**config.mk**
```make
export PLATFORM = sky130hd
export DESIGN_NAME = cmplx_rotator_flat
export DESIGN_NICKNAME = d
export VERILOG_FILES = /design/src/rtl/cmplx_rotator_if.sv /design/src/rtl/cmplx_rotator.sv /design/src/flat_wrapper.sv
export SDC_FILE = /design/constraint.sdc
export NUM_CORES = 2
export LEC_CHECK = 0
export ABC_AREA = 1
export CAP_MARGIN = 40
export CORE_AREA = 2 2 207 291
export CTS_BUF_LIST = sky130_fd_sc_hd__clkbuf_8 sky130_fd_sc_hd__clkbuf_16
export CTS_CLUSTER_DIAMETER = 60
export DETAILED_ROUTE_END_ITERATION = 10
export DIE_AREA = 0 0 209 293
export GPL_TIMING_DRIVEN = 1
export PLACE_DENSITY = 0.83
export SLEW_MARGIN = 30
export SYNTH_ARGS = -nofsm -noshare
export SYNTH_HDL_FRONTEND = slang
export SYNTH_SLANG_ARGS = --single-unit
export TNS_END_PERCENT = 10
```
**constraint.sdc**
```tcl
create_clock -name clk -period 17.1 [get_ports clk]
set_input_delay 3.42 -clock clk [delete_from_list [all_inputs] [get_ports clk]]
set_output_delay 3.42 -clock clk [all_outputs]
set_load 0.02 [all_outputs]
```
**src/rtl/cmplx_rotator_if.sv**
```systemverilog
// -----------------------------------------------------------------------------
// cmplx_rotator_if
//   Bundles the sample/twiddle input handshake, the mode controls and the
//   rotated-output handshake of cmplx_rotator.
//
//   master : producer/consumer side (drives inputs, out_ready, clr_ovf)
//   slave  : rotator side (drives in_ready and all out_* / ovf)
//
//   Signals
//     in_valid / in_ready        input handshake
//     in_re, in_im               sample x to rotate            (WIDTH, signed)
//     pass_re, pass_im           other butterfly leg            (WIDTH, signed)
//     tw_c, tw_s                 twiddle cos / sin              (CW, signed)
//     inverse                    0: x*(c - js), 1: x*(c + js)
//     bypass                     1: y = x
//     clr_ovf                    synchronous clear of ovf
//     out_valid / out_ready      output handshake
//     out_re, out_im             rotated sample y               (WIDTH, signed)
//     pass_out_re, pass_out_im   pass leg aligned with y        (WIDTH, signed)
//     ovf                        sticky overflow flag
// -----------------------------------------------------------------------------
interface cmplx_rotator_if #(
    parameter int WIDTH = 12,
    parameter int CW    = 12
);
    logic                    in_valid;
    logic                    in_ready;
    logic signed [WIDTH-1:0] in_re;
    logic signed [WIDTH-1:0] in_im;
    logic signed [WIDTH-1:0] pass_re;
    logic signed [WIDTH-1:0] pass_im;
    logic signed [CW-1:0]    tw_c;
    logic signed [CW-1:0]    tw_s;
    logic                    inverse;
    logic                    bypass;
    logic                    clr_ovf;
    logic                    out_valid;
    logic                    out_ready;
    logic signed [WIDTH-1:0] out_re;
    logic signed [WIDTH-1:0] out_im;
    logic signed [WIDTH-1:0] pass_out_re;
    logic signed [WIDTH-1:0] pass_out_im;
    logic                    ovf;

    modport master (
        output in_valid, in_re, in_im, pass_re, pass_im, tw_c, tw_s,
               inverse, bypass, clr_ovf, out_ready,
        input  in_ready, out_valid, out_re, out_im, pass_out_re, pass_out_im, ovf
    );

    modport slave (
        input  in_valid, in_re, in_im, pass_re, pass_im, tw_c, tw_s,
               inverse, bypass, clr_ovf, out_ready,
        output in_ready, out_valid, out_re, out_im, pass_out_re, pass_out_im, ovf
    );
endinterface

```
**src/rtl/cmplx_rotator.sv**
```systemverilog
// -----------------------------------------------------------------------------
// cmplx_rotator
//   Complex twiddle rotator for the FFT datapath. One complex sample per cycle
//   is multiplied by (c - js) (forward) or (c + js) (inverse) through a fixed
//   3-stage pipeline:
//     S1 : register x, pass leg, twiddle, mode bits
//     S2 : register the four partial products, pass leg, mode bits
//     S3 : add/sub, optional round-half-up, >>> FRAC, saturate or wrap,
//          write the output registers and the sticky overflow flag
//   The pass leg is only delayed so both butterfly legs leave aligned.
//
//   Flow control is a global stall: every stage (valid bits included)
//   advances only when the output register is empty or being consumed.
//
//   Ports
//     clk    rising-edge clock
//     rst_n  asynchronous active-low reset
//     bus    cmplx_rotator_if.slave (see interface header for signal list)
//
//   Parameters
//     WIDTH  data width, CW twiddle width, FRAC twiddle fraction bits,
//     ROUND  1 = round half up before the shift, 0 = truncate,
//     SAT    1 = saturate to WIDTH, 0 = keep the low WIDTH bits.
// -----------------------------------------------------------------------------
module cmplx_rotator #(
    parameter int WIDTH = 12,
    parameter int CW    = 12,
    parameter int FRAC  = 10,
    parameter int ROUND = 1,
    parameter int SAT   = 1
) (
    input logic            clk,
    input logic            rst_n,
    cmplx_rotator_if.slave bus
);

    // Product width and sum width (sum of two products cannot overflow SW).
    localparam int PW = WIDTH + CW;
    localparam int SW = PW + 1;

    localparam logic signed [WIDTH-1:0] Y_MAX  = {1'b0, {(WIDTH-1){1'b1}}};
    localparam logic signed [WIDTH-1:0] Y_MIN  = {1'b1, {(WIDTH-1){1'b0}}};
    localparam logic signed [SW-1:0]    LIM_HI = SW'(Y_MAX);
    localparam logic signed [SW-1:0]    LIM_LO = SW'(Y_MIN);
    localparam logic signed [SW-1:0]    RND_K  = (ROUND != 0) ? SW'(2 ** (FRAC - 1)) : '0;

    // ------------------------------------------------------------------
    // Global stall
    // ------------------------------------------------------------------
    logic w_en;
    logic r_out_valid;

    assign w_en         = !r_out_valid || bus.out_ready;
    assign bus.in_ready = w_en;

    // ------------------------------------------------------------------
    // S1: input capture
    // ------------------------------------------------------------------
    logic                    r1_valid;
    logic signed [WIDTH-1:0] r1_re;
    logic signed [WIDTH-1:0] r1_im;
    logic signed [WIDTH-1:0] r1_pre;
    logic signed [WIDTH-1:0] r1_pim;
    logic signed [CW-1:0]    r1_c;
    logic signed [CW-1:0]    r1_s;
    logic                    r1_inv;
    logic                    r1_byp;

    always_ff @(posedge clk or negedge rst_n) begin
        if (!rst_n) begin
            r1_valid <= 1'b0;
            r1_re    <= '0;
            r1_im    <= '0;
            r1_pre   <= '0;
            r1_pim   <= '0;
            r1_c     <= '0;
            r1_s     <= '0;
            r1_inv   <= 1'b0;
            r1_byp   <= 1'b0;
        end else if (w_en) begin
            r1_valid <= bus.in_valid;
            r1_re    <= bus.in_re;
            r1_im    <= bus.in_im;
            r1_pre   <= bus.pass_re;
            r1_pim   <= bus.pass_im;
            r1_c     <= bus.tw_c;
            r1_s     <= bus.tw_s;
            r1_inv   <= bus.inverse;
            r1_byp   <= bus.bypass;
        end
    end

    // ------------------------------------------------------------------
    // S2: partial products (x carried along for the bypass path)
    // ------------------------------------------------------------------
    logic                    r2_valid;
    logic signed [PW-1:0]    r2_rc;   // x_re * c
    logic signed [PW-1:0]    r2_is;   // x_im * s
    logic signed [PW-1:0]    r2_ic;   // x_im * c
    logic signed [PW-1:0]    r2_rs;   // x_re * s
    logic signed [WIDTH-1:0] r2_xre;
    logic signed [WIDTH-1:0] r2_xim;
    logic signed [WIDTH-1:0] r2_pre;
    logic signed [WIDTH-1:0] r2_pim;
    logic                    r2_inv;
    logic                    r2_byp;

    always_ff @(posedge clk or negedge rst_n) begin
        if (!rst_n) begin
            r2_valid <= 1'b0;
            r2_rc    <= '0;
            r2_is    <= '0;
            r2_ic    <= '0;
            r2_rs    <= '0;
            r2_xre   <= '0;
            r2_xim   <= '0;
            r2_pre   <= '0;
            r2_pim   <= '0;
            r2_inv   <= 1'b0;
            r2_byp   <= 1'b0;
        end else if (w_en) begin
            r2_valid <= r1_valid;
            r2_rc    <= PW'(r1_re) * PW'(r1_c);
            r2_is    <= PW'(r1_im) * PW'(r1_s);
            r2_ic    <= PW'(r1_im) * PW'(r1_c);
            r2_rs    <= PW'(r1_re) * PW'(r1_s);
            r2_xre   <= r1_re;
            r2_xim   <= r1_im;
            r2_pre   <= r1_pre;
            r2_pim   <= r1_pim;
            r2_inv   <= r1_inv;
            r2_byp   <= r1_byp;
        end
    end

    // ------------------------------------------------------------------
    // S3 combinational: combine, round, shift, range check
    // ------------------------------------------------------------------
    logic signed [SW-1:0] w_sum_re;
    logic signed [SW-1:0] w_sum_im;
    logic signed [SW-1:0] w_shr_re;
    logic signed [SW-1:0] w_shr_im;
    logic                 w_ovf_hit;

    function automatic logic out_of_range(input logic signed [SW-1:0] v);
        return (v > LIM_HI) || (v < LIM_LO);
    endfunction

    function automatic logic signed [WIDTH-1:0] fit(input logic signed [SW-1:0] v);
        logic signed [WIDTH-1:0] r;
        r = v[WIDTH-1:0];
        if (SAT != 0) begin
            if (v > LIM_HI) begin
                r = Y_MAX;
            end else if (v < LIM_LO) begin
                r = Y_MIN;
            end
        end
        return r;
    endfunction

    always_comb begin
        w_sum_re = '0;
        w_sum_im = '0;
        if (r2_inv) begin
            w_sum_re = SW'(r2_rc) - SW'(r2_is);
            w_sum_im = SW'(r2_ic) + SW'(r2_rs);
        end else begin
            w_sum_re = SW'(r2_rc) + SW'(r2_is);
            w_sum_im = SW'(r2_ic) - SW'(r2_rs);
        end
        w_shr_re  = (w_sum_re + RND_K) >>> FRAC;
        w_shr_im  = (w_sum_im + RND_K) >>> FRAC;
        w_ovf_hit = r2_valid && !r2_byp &&
                    (out_of_range(w_shr_re) || out_of_range(w_shr_im));
    end

    // ------------------------------------------------------------------
    // S3 registers: outputs and sticky overflow
    // ------------------------------------------------------------------
    logic signed [WIDTH-1:0] r_out_re;
    logic signed [WIDTH-1:0] r_out_im;
    logic signed [WIDTH-1:0] r_pout_re;
    logic signed [WIDTH-1:0] r_pout_im;
    logic                    r_ovf;

    always_ff @(posedge clk or negedge rst_n) begin
        if (!rst_n) begin
            r_out_valid <= 1'b0;
            r_out_re    <= '0;
            r_out_im    <= '0;
            r_pout_re   <= '0;
            r_pout_im   <= '0;
        end else if (w_en) begin
            r_out_valid <= r2_valid;
            r_out_re    <= r2_byp ? r2_xre : fit(w_shr_re);
            r_out_im    <= r2_byp ? r2_xim : fit(w_shr_im);
            r_pout_re   <= r2_pre;
            r_pout_im   <= r2_pim;
        end
    end

    // A new overflow takes priority over a simultaneous clear.
    always_ff @(posedge clk or negedge rst_n) begin
        if (!rst_n) begin
            r_ovf <= 1'b0;
        end else if (w_en && w_ovf_hit) begin
            r_ovf <= 1'b1;
        end else if (bus.clr_ovf) begin
            r_ovf <= 1'b0;
        end
    end

    assign bus.out_valid   = r_out_valid;
    assign bus.out_re      = r_out_re;
    assign bus.out_im      = r_out_im;
    assign bus.pass_out_re = r_pout_re;
    assign bus.pass_out_im = r_pout_im;
    assign bus.ovf         = r_ovf;

endmodule

```
**src/flat_wrapper.sv**
```systemverilog
// flat-port wrapper written by rule: the top's interface ports become plain ports
module cmplx_rotator_flat 
#(
    parameter int WIDTH = 12,
    parameter int CW    = 12,
    parameter int FRAC  = 10,
    parameter int ROUND = 1,
    parameter int SAT   = 1
)
  (clk, rst_n, bus_in_valid, bus_in_re, bus_in_im, bus_pass_re, bus_pass_im, bus_tw_c, bus_tw_s, bus_inverse, bus_bypass, bus_clr_ovf, bus_out_ready, bus_in_ready, bus_out_valid, bus_out_re, bus_out_im, bus_pass_out_re, bus_pass_out_im, bus_ovf);
  cmplx_rotator_if #(.WIDTH(WIDTH), .CW(CW)) bus_i ();
  input logic clk;
  input logic rst_n;
  input wire logic [$bits(bus_i.in_valid)-1:0] bus_in_valid;
  input wire logic [$bits(bus_i.in_re)-1:0] bus_in_re;
  input wire logic [$bits(bus_i.in_im)-1:0] bus_in_im;
  input wire logic [$bits(bus_i.pass_re)-1:0] bus_pass_re;
  input wire logic [$bits(bus_i.pass_im)-1:0] bus_pass_im;
  input wire logic [$bits(bus_i.tw_c)-1:0] bus_tw_c;
  input wire logic [$bits(bus_i.tw_s)-1:0] bus_tw_s;
  input wire logic [$bits(bus_i.inverse)-1:0] bus_inverse;
  input wire logic [$bits(bus_i.bypass)-1:0] bus_bypass;
  input wire logic [$bits(bus_i.clr_ovf)-1:0] bus_clr_ovf;
  input wire logic [$bits(bus_i.out_ready)-1:0] bus_out_ready;
  output wire logic [$bits(bus_i.in_ready)-1:0] bus_in_ready;
  output wire logic [$bits(bus_i.out_valid)-1:0] bus_out_valid;
  output wire logic [$bits(bus_i.out_re)-1:0] bus_out_re;
  output wire logic [$bits(bus_i.out_im)-1:0] bus_out_im;
  output wire logic [$bits(bus_i.pass_out_re)-1:0] bus_pass_out_re;
  output wire logic [$bits(bus_i.pass_out_im)-1:0] bus_pass_out_im;
  output wire logic [$bits(bus_i.ovf)-1:0] bus_ovf;
  assign bus_i.in_valid = bus_in_valid;
  assign bus_i.in_re = bus_in_re;
  assign bus_i.in_im = bus_in_im;
  assign bus_i.pass_re = bus_pass_re;
  assign bus_i.pass_im = bus_pass_im;
  assign bus_i.tw_c = bus_tw_c;
  assign bus_i.tw_s = bus_tw_s;
  assign bus_i.inverse = bus_inverse;
  assign bus_i.bypass = bus_bypass;
  assign bus_i.clr_ovf = bus_clr_ovf;
  assign bus_i.out_ready = bus_out_ready;
  assign bus_in_ready = bus_i.in_ready;
  assign bus_out_valid = bus_i.out_valid;
  assign bus_out_re = bus_i.out_re;
  assign bus_out_im = bus_i.out_im;
  assign bus_pass_out_re = bus_i.pass_out_re;
  assign bus_pass_out_im = bus_i.pass_out_im;
  assign bus_ovf = bus_i.ovf;
  cmplx_rotator #(.WIDTH(WIDTH), .CW(CW), .FRAC(FRAC), .ROUND(ROUND), .SAT(SAT)) u_core (.clk(clk), .rst_n(rst_n), .bus(bus_i));
endmodule
```
# Yosys cells after proc, flatten, opt, wreduce, memory -nomap -nowiden
# Index checks and enable logic that the tools add are counted.
dict set report totals {
  ff_bits 272
  out_inout_bits 51
  word_cells 60
}
dict set report op_classes {
  n_addsub 6
  multipliers 4
  order_cmp 4
  n_mux 10
  reduce_logical 10
}
# op count
set ops {}
lappend ops {{$mul 12x12->24} 4}
lappend ops {{$mux 12} 6}
lappend ops {{$add 24x24->25} 2}
lappend ops {{$add 25x11->25 const B} 2}
lappend ops {{$mux 25} 2}
lappend ops {{$sub 24x24->25} 2}
lappend ops {{$gt 15x12->1 const B} 2}
lappend ops {{$lt 15x12->1 const B} 2}
lappend ops {{$logic_or 1x1->1} 4}
lappend ops {{$logic_and 1x1->1} 3}
lappend ops {{$logic_not 1->1} 2}
lappend ops {{$mux 1} 2}
lappend ops {{$reduce_bool 2->1} 1}

# Depth between registers and ports, before layout
dict set report depth {
  ltp_word 9
  mapped_depth 34
  depth_no_buf 34
}

# Least setup slack after synthesis
# Ideal clock, no wire load.
dict set report synth_timing {
  path_type {input-to-output}
  startpoint {in bus_out_ready}
  endpoint {out bus_in_ready}
  arrival_ns 4.463
  path_slack_ns 9.217
  cell_stages 5
  n_path_buf 3
  path_cell_list {nor2_1 clkbuf_1 clkinv_1 clkbuf_1 clkbuf_1}
}
dict set report synth_via {
  elab_chain_len 1
}
# element line
set synth_rtl {}
lappend synth_rtl {{start: declaration} flat_wrapper.sv:24} ;# input wire logic [$bits(bus_i.out_ready)-1:0] bus_out_ready;
lappend synth_rtl {{$logic_or 1x1->1} cmplx_rotator.sv:53} ;# assign w_en = !r_out_valid || bus.out_ready;
lappend synth_rtl {{end: declaration} flat_wrapper.sv:25} ;# output wire logic [$bits(bus_i.in_ready)-1:0] bus_in_ready;
# Every way passes these cells.

# Worst setup path in the final report
# Ends and elaborated chain as after synthesis.

==> results_dict.tcl <==
set metrics [dict create \
    place.gp.congestion 0.980 \
    clockBufferDepth 3 \
    core_um2 58500 \
    layout_common_cells "nand2_1 (1598), inv_1 (1150), fa_1 (552)" \
    synth_fa_ha_area_share_pct 37.7 \
    clkTransAtPathRegs_ns 0.06 \
    dieHeight_um 293 \
    slowest_stage "clkdlybuf4s50_1" \
    synthCells 5017 \
    cts_tree "yes" \
    critPathRequiredTime_ns 13.68 \
    arrival_ns 5.33 \
    crit_top_cell "clkdlybuf4s50_1" \
    hold_violations 0 \
    synthSimpleGateAreaFrac_pct 21.8 \
    grt_max_degree 104 \
    crit_type "input pin to output pin" \
    grt_pass1_vias 33100 \
    holdBufCountCts 0 \
    cts_buffers 31 \
    timing.slew.headroom_pct 44.8 \
    antenna_found_initial 3 \
    setup_viol 0 \
    dr.first_iter.drc_count 2519 \
    die_w_um 209 \
    worstHoldPathType "flop to flop" \
    routed_via_density 5.50 \
    wl_um 100000 \
    synth_top_family_by_area "adder cells" \
    multi_input_area_um2 25900 \
    regArea_um2 6820 \
    ys_types 47 \
    ios 130 \
    finalSetupTns_ns 0 \
    avgSynthCellArea_um2 7.54 \
    root_buffer "clkbuf_16" \
    syn_nets 5903 \
    worstSetupStartpointType "input pin" \
    hpwl_um 80400 \
    grt_overflow 0 \
    drcViolationCount 0 \
    cp-end-kind "output pin" \
    status "finished clean" \
    yosys_warnings 0 \
    drv_cap 0 \
    seq_area_frac_synth_pct 18.0 \
    post_cts_resized 0 \
    num_vias 32000 \
    slew_viol_final 0 \
    synthXorXnorAreaFrac_pct 3.22 \
    path_max_fanout 85 \
    drtPass1Iterations 6 \
    die-area_um2 61200 \
    drive_gt1_share_pct 3.90 \
    fin_nets 5935 \
    muxShareOfSynthArea_pct 0 \
    cts_setup_buffers 0 \
    timing.fmax_mhz 114 \
    async_flop_share_pct 100 \
    track_usage_pct 33.9 \
    port_buffers 129 \
    synth-edff-count 0 \
    synthFlopType "dfrtp_1" \
    ant_nets 0 \
    rows 105 \
    synth_compound_area_share_pct 5.80 \
    finalCritPeriodShare_pct 51.1 \
    synthToLayoutAreaGrowth_pct 8.62 \
    synth_area_um2 37800 \
    crit_path_max_incr_delay_ns 0.69 \
    start_util_pct 64.7 \
    final.min_clock_period_ns 8.75 \
    htreeDepth 1 \
    final_common_cell "nand2_1" \
    grt_first_pass_wirelength_um 164000 \
    clkSinkCount 272 \
    ys_ff_latch 272 \
    clkLatencyLatePin_ns 0.60 \
    skew_ns 0.0250 \
    rsz0062_at_grt "no" \
    fill_cells 4555 \
    crit_chain "clkdlybuf4s50_1 -> nor2_4 -> buf_4 -> inv_8 -> clkdlybuf4s50_1" \
    wl_per_cell_um 17.2 \
    worstMarginPinSlew_ns 0.828 \
]
## sequential cells by signal, summed over array words and instances, names as in the netlist, 24 cells and up
name,cells
u_core.r2_rs,24
u_core.r2_ic,24
u_core.r2_rc,24
u_core.r2_is,24
## routing by layer
layer / GRT usage, % / part of all wire (%) / wire length [µm] / vias up
met5: 0 / 0.011 / 11 / -
met4: 22.7 / 8.0 / 7960 / 2
met3: 5.35 / 7.6 / 7610 / 430
met2: 58.9 / 49 / 49200 / 1337
met1: 38.7 / 35 / 35300 / 15300
li1: - / - / - / 14900
## critical path: cells and delay by family
kind	cells	cell delay, ns
buffers and inverters	4	1.77
AND/OR/NAND/NOR	1	0.04
## synthesized netlist by cell type (all sizes together), types with 3 or more instances
master	count	area share, %
nand4	44	0.73
o22ai	6	0.099
xnor2	63	1.5
clkinv	5	0.050
inv	1158	11
fa	552	29
buf	10	0.14
nor4	8	0.13
nor3	36	0.50
nor3b	3	0.060
o21ai	239	3.2
nand2	1621	16
clkbuf	176	1.8
o21bai	3	0.060
ha	255	8.4
o211ai	5	0.099
dfrtp	272	18
nand3b	9	0.18
nand3	132	1.8
or2	10	0.17
a31oi	17	0.28
xor2	76	1.8
o31ai	12	0.24
a21oi	118	1.6
nor2	171	1.9
## path summary, 6_finish.rpt
kind	start	endpoint	slack, ns	depth (start not counted)
min	u_core.bus.out_im[0]	u_core.bus.out_im[0]	0.48	2
max	bus_out_ready	bus_in_ready	8.35	5
max reg2reg	u_core.r1_s[3]	u_core.r2_is[23]	10.83	20
min in group asynchronous	rst_n	u_core.r2_is[18]	2.80	1
min reg2reg	u_core.bus.out_im[0]	u_core.bus.out_im[0]	0.48	2
max in group asynchronous	rst_n	u_core.bus.pass_out_im[0]	12.69	4
## cell families after synthesis
| family | after synthesis |
|---|---|
| flip-flops | 272 |
| adder cells (fa/ha/maj) | 807 |
| AND/OR/NAND/NOR | 2036 |
| AO/OA/AOI/OAI | 413 |
| buffers and inverters | 1350 |
| XOR/XNOR | 139 |
## stage by stage
stage	utilization, %	hold slack [ns]	setup slack (ns)	instances	cell area [µm²]
global placement	67.6	0.458	7.96	5736	39500
CTS	70.0	0.481	8.38	5811	40900
finish	70.3	0.479	8.35	5822	41100
detailed placement	68.2	0.465	8.39	5755	39900
global route	70.3	0.497	8.28	5821	41100
floorplan	-	0.431	9.22	5017	37800
## area by class of cell
| type | count | area share (%) |
|---|---|---|
| Inverter | 1163 | 10.6 |
| Clock buffer | 37 | 2.09 |
| Tap cell | 749 | 2.28 |
| Sequential cell | 272 | 16.6 |
| Clock inverter | 19 | 0.481 |
| Timing Repair Buffer | 186 | 4.81 |
| Multi-Input combinational cell | 3395 | 63.1 |
| Antenna cell | 1 | 0.00609 |
Power is not shown: default switching activity piles up to over one toggle a cycle in this logic, so the estimate is an artifact.
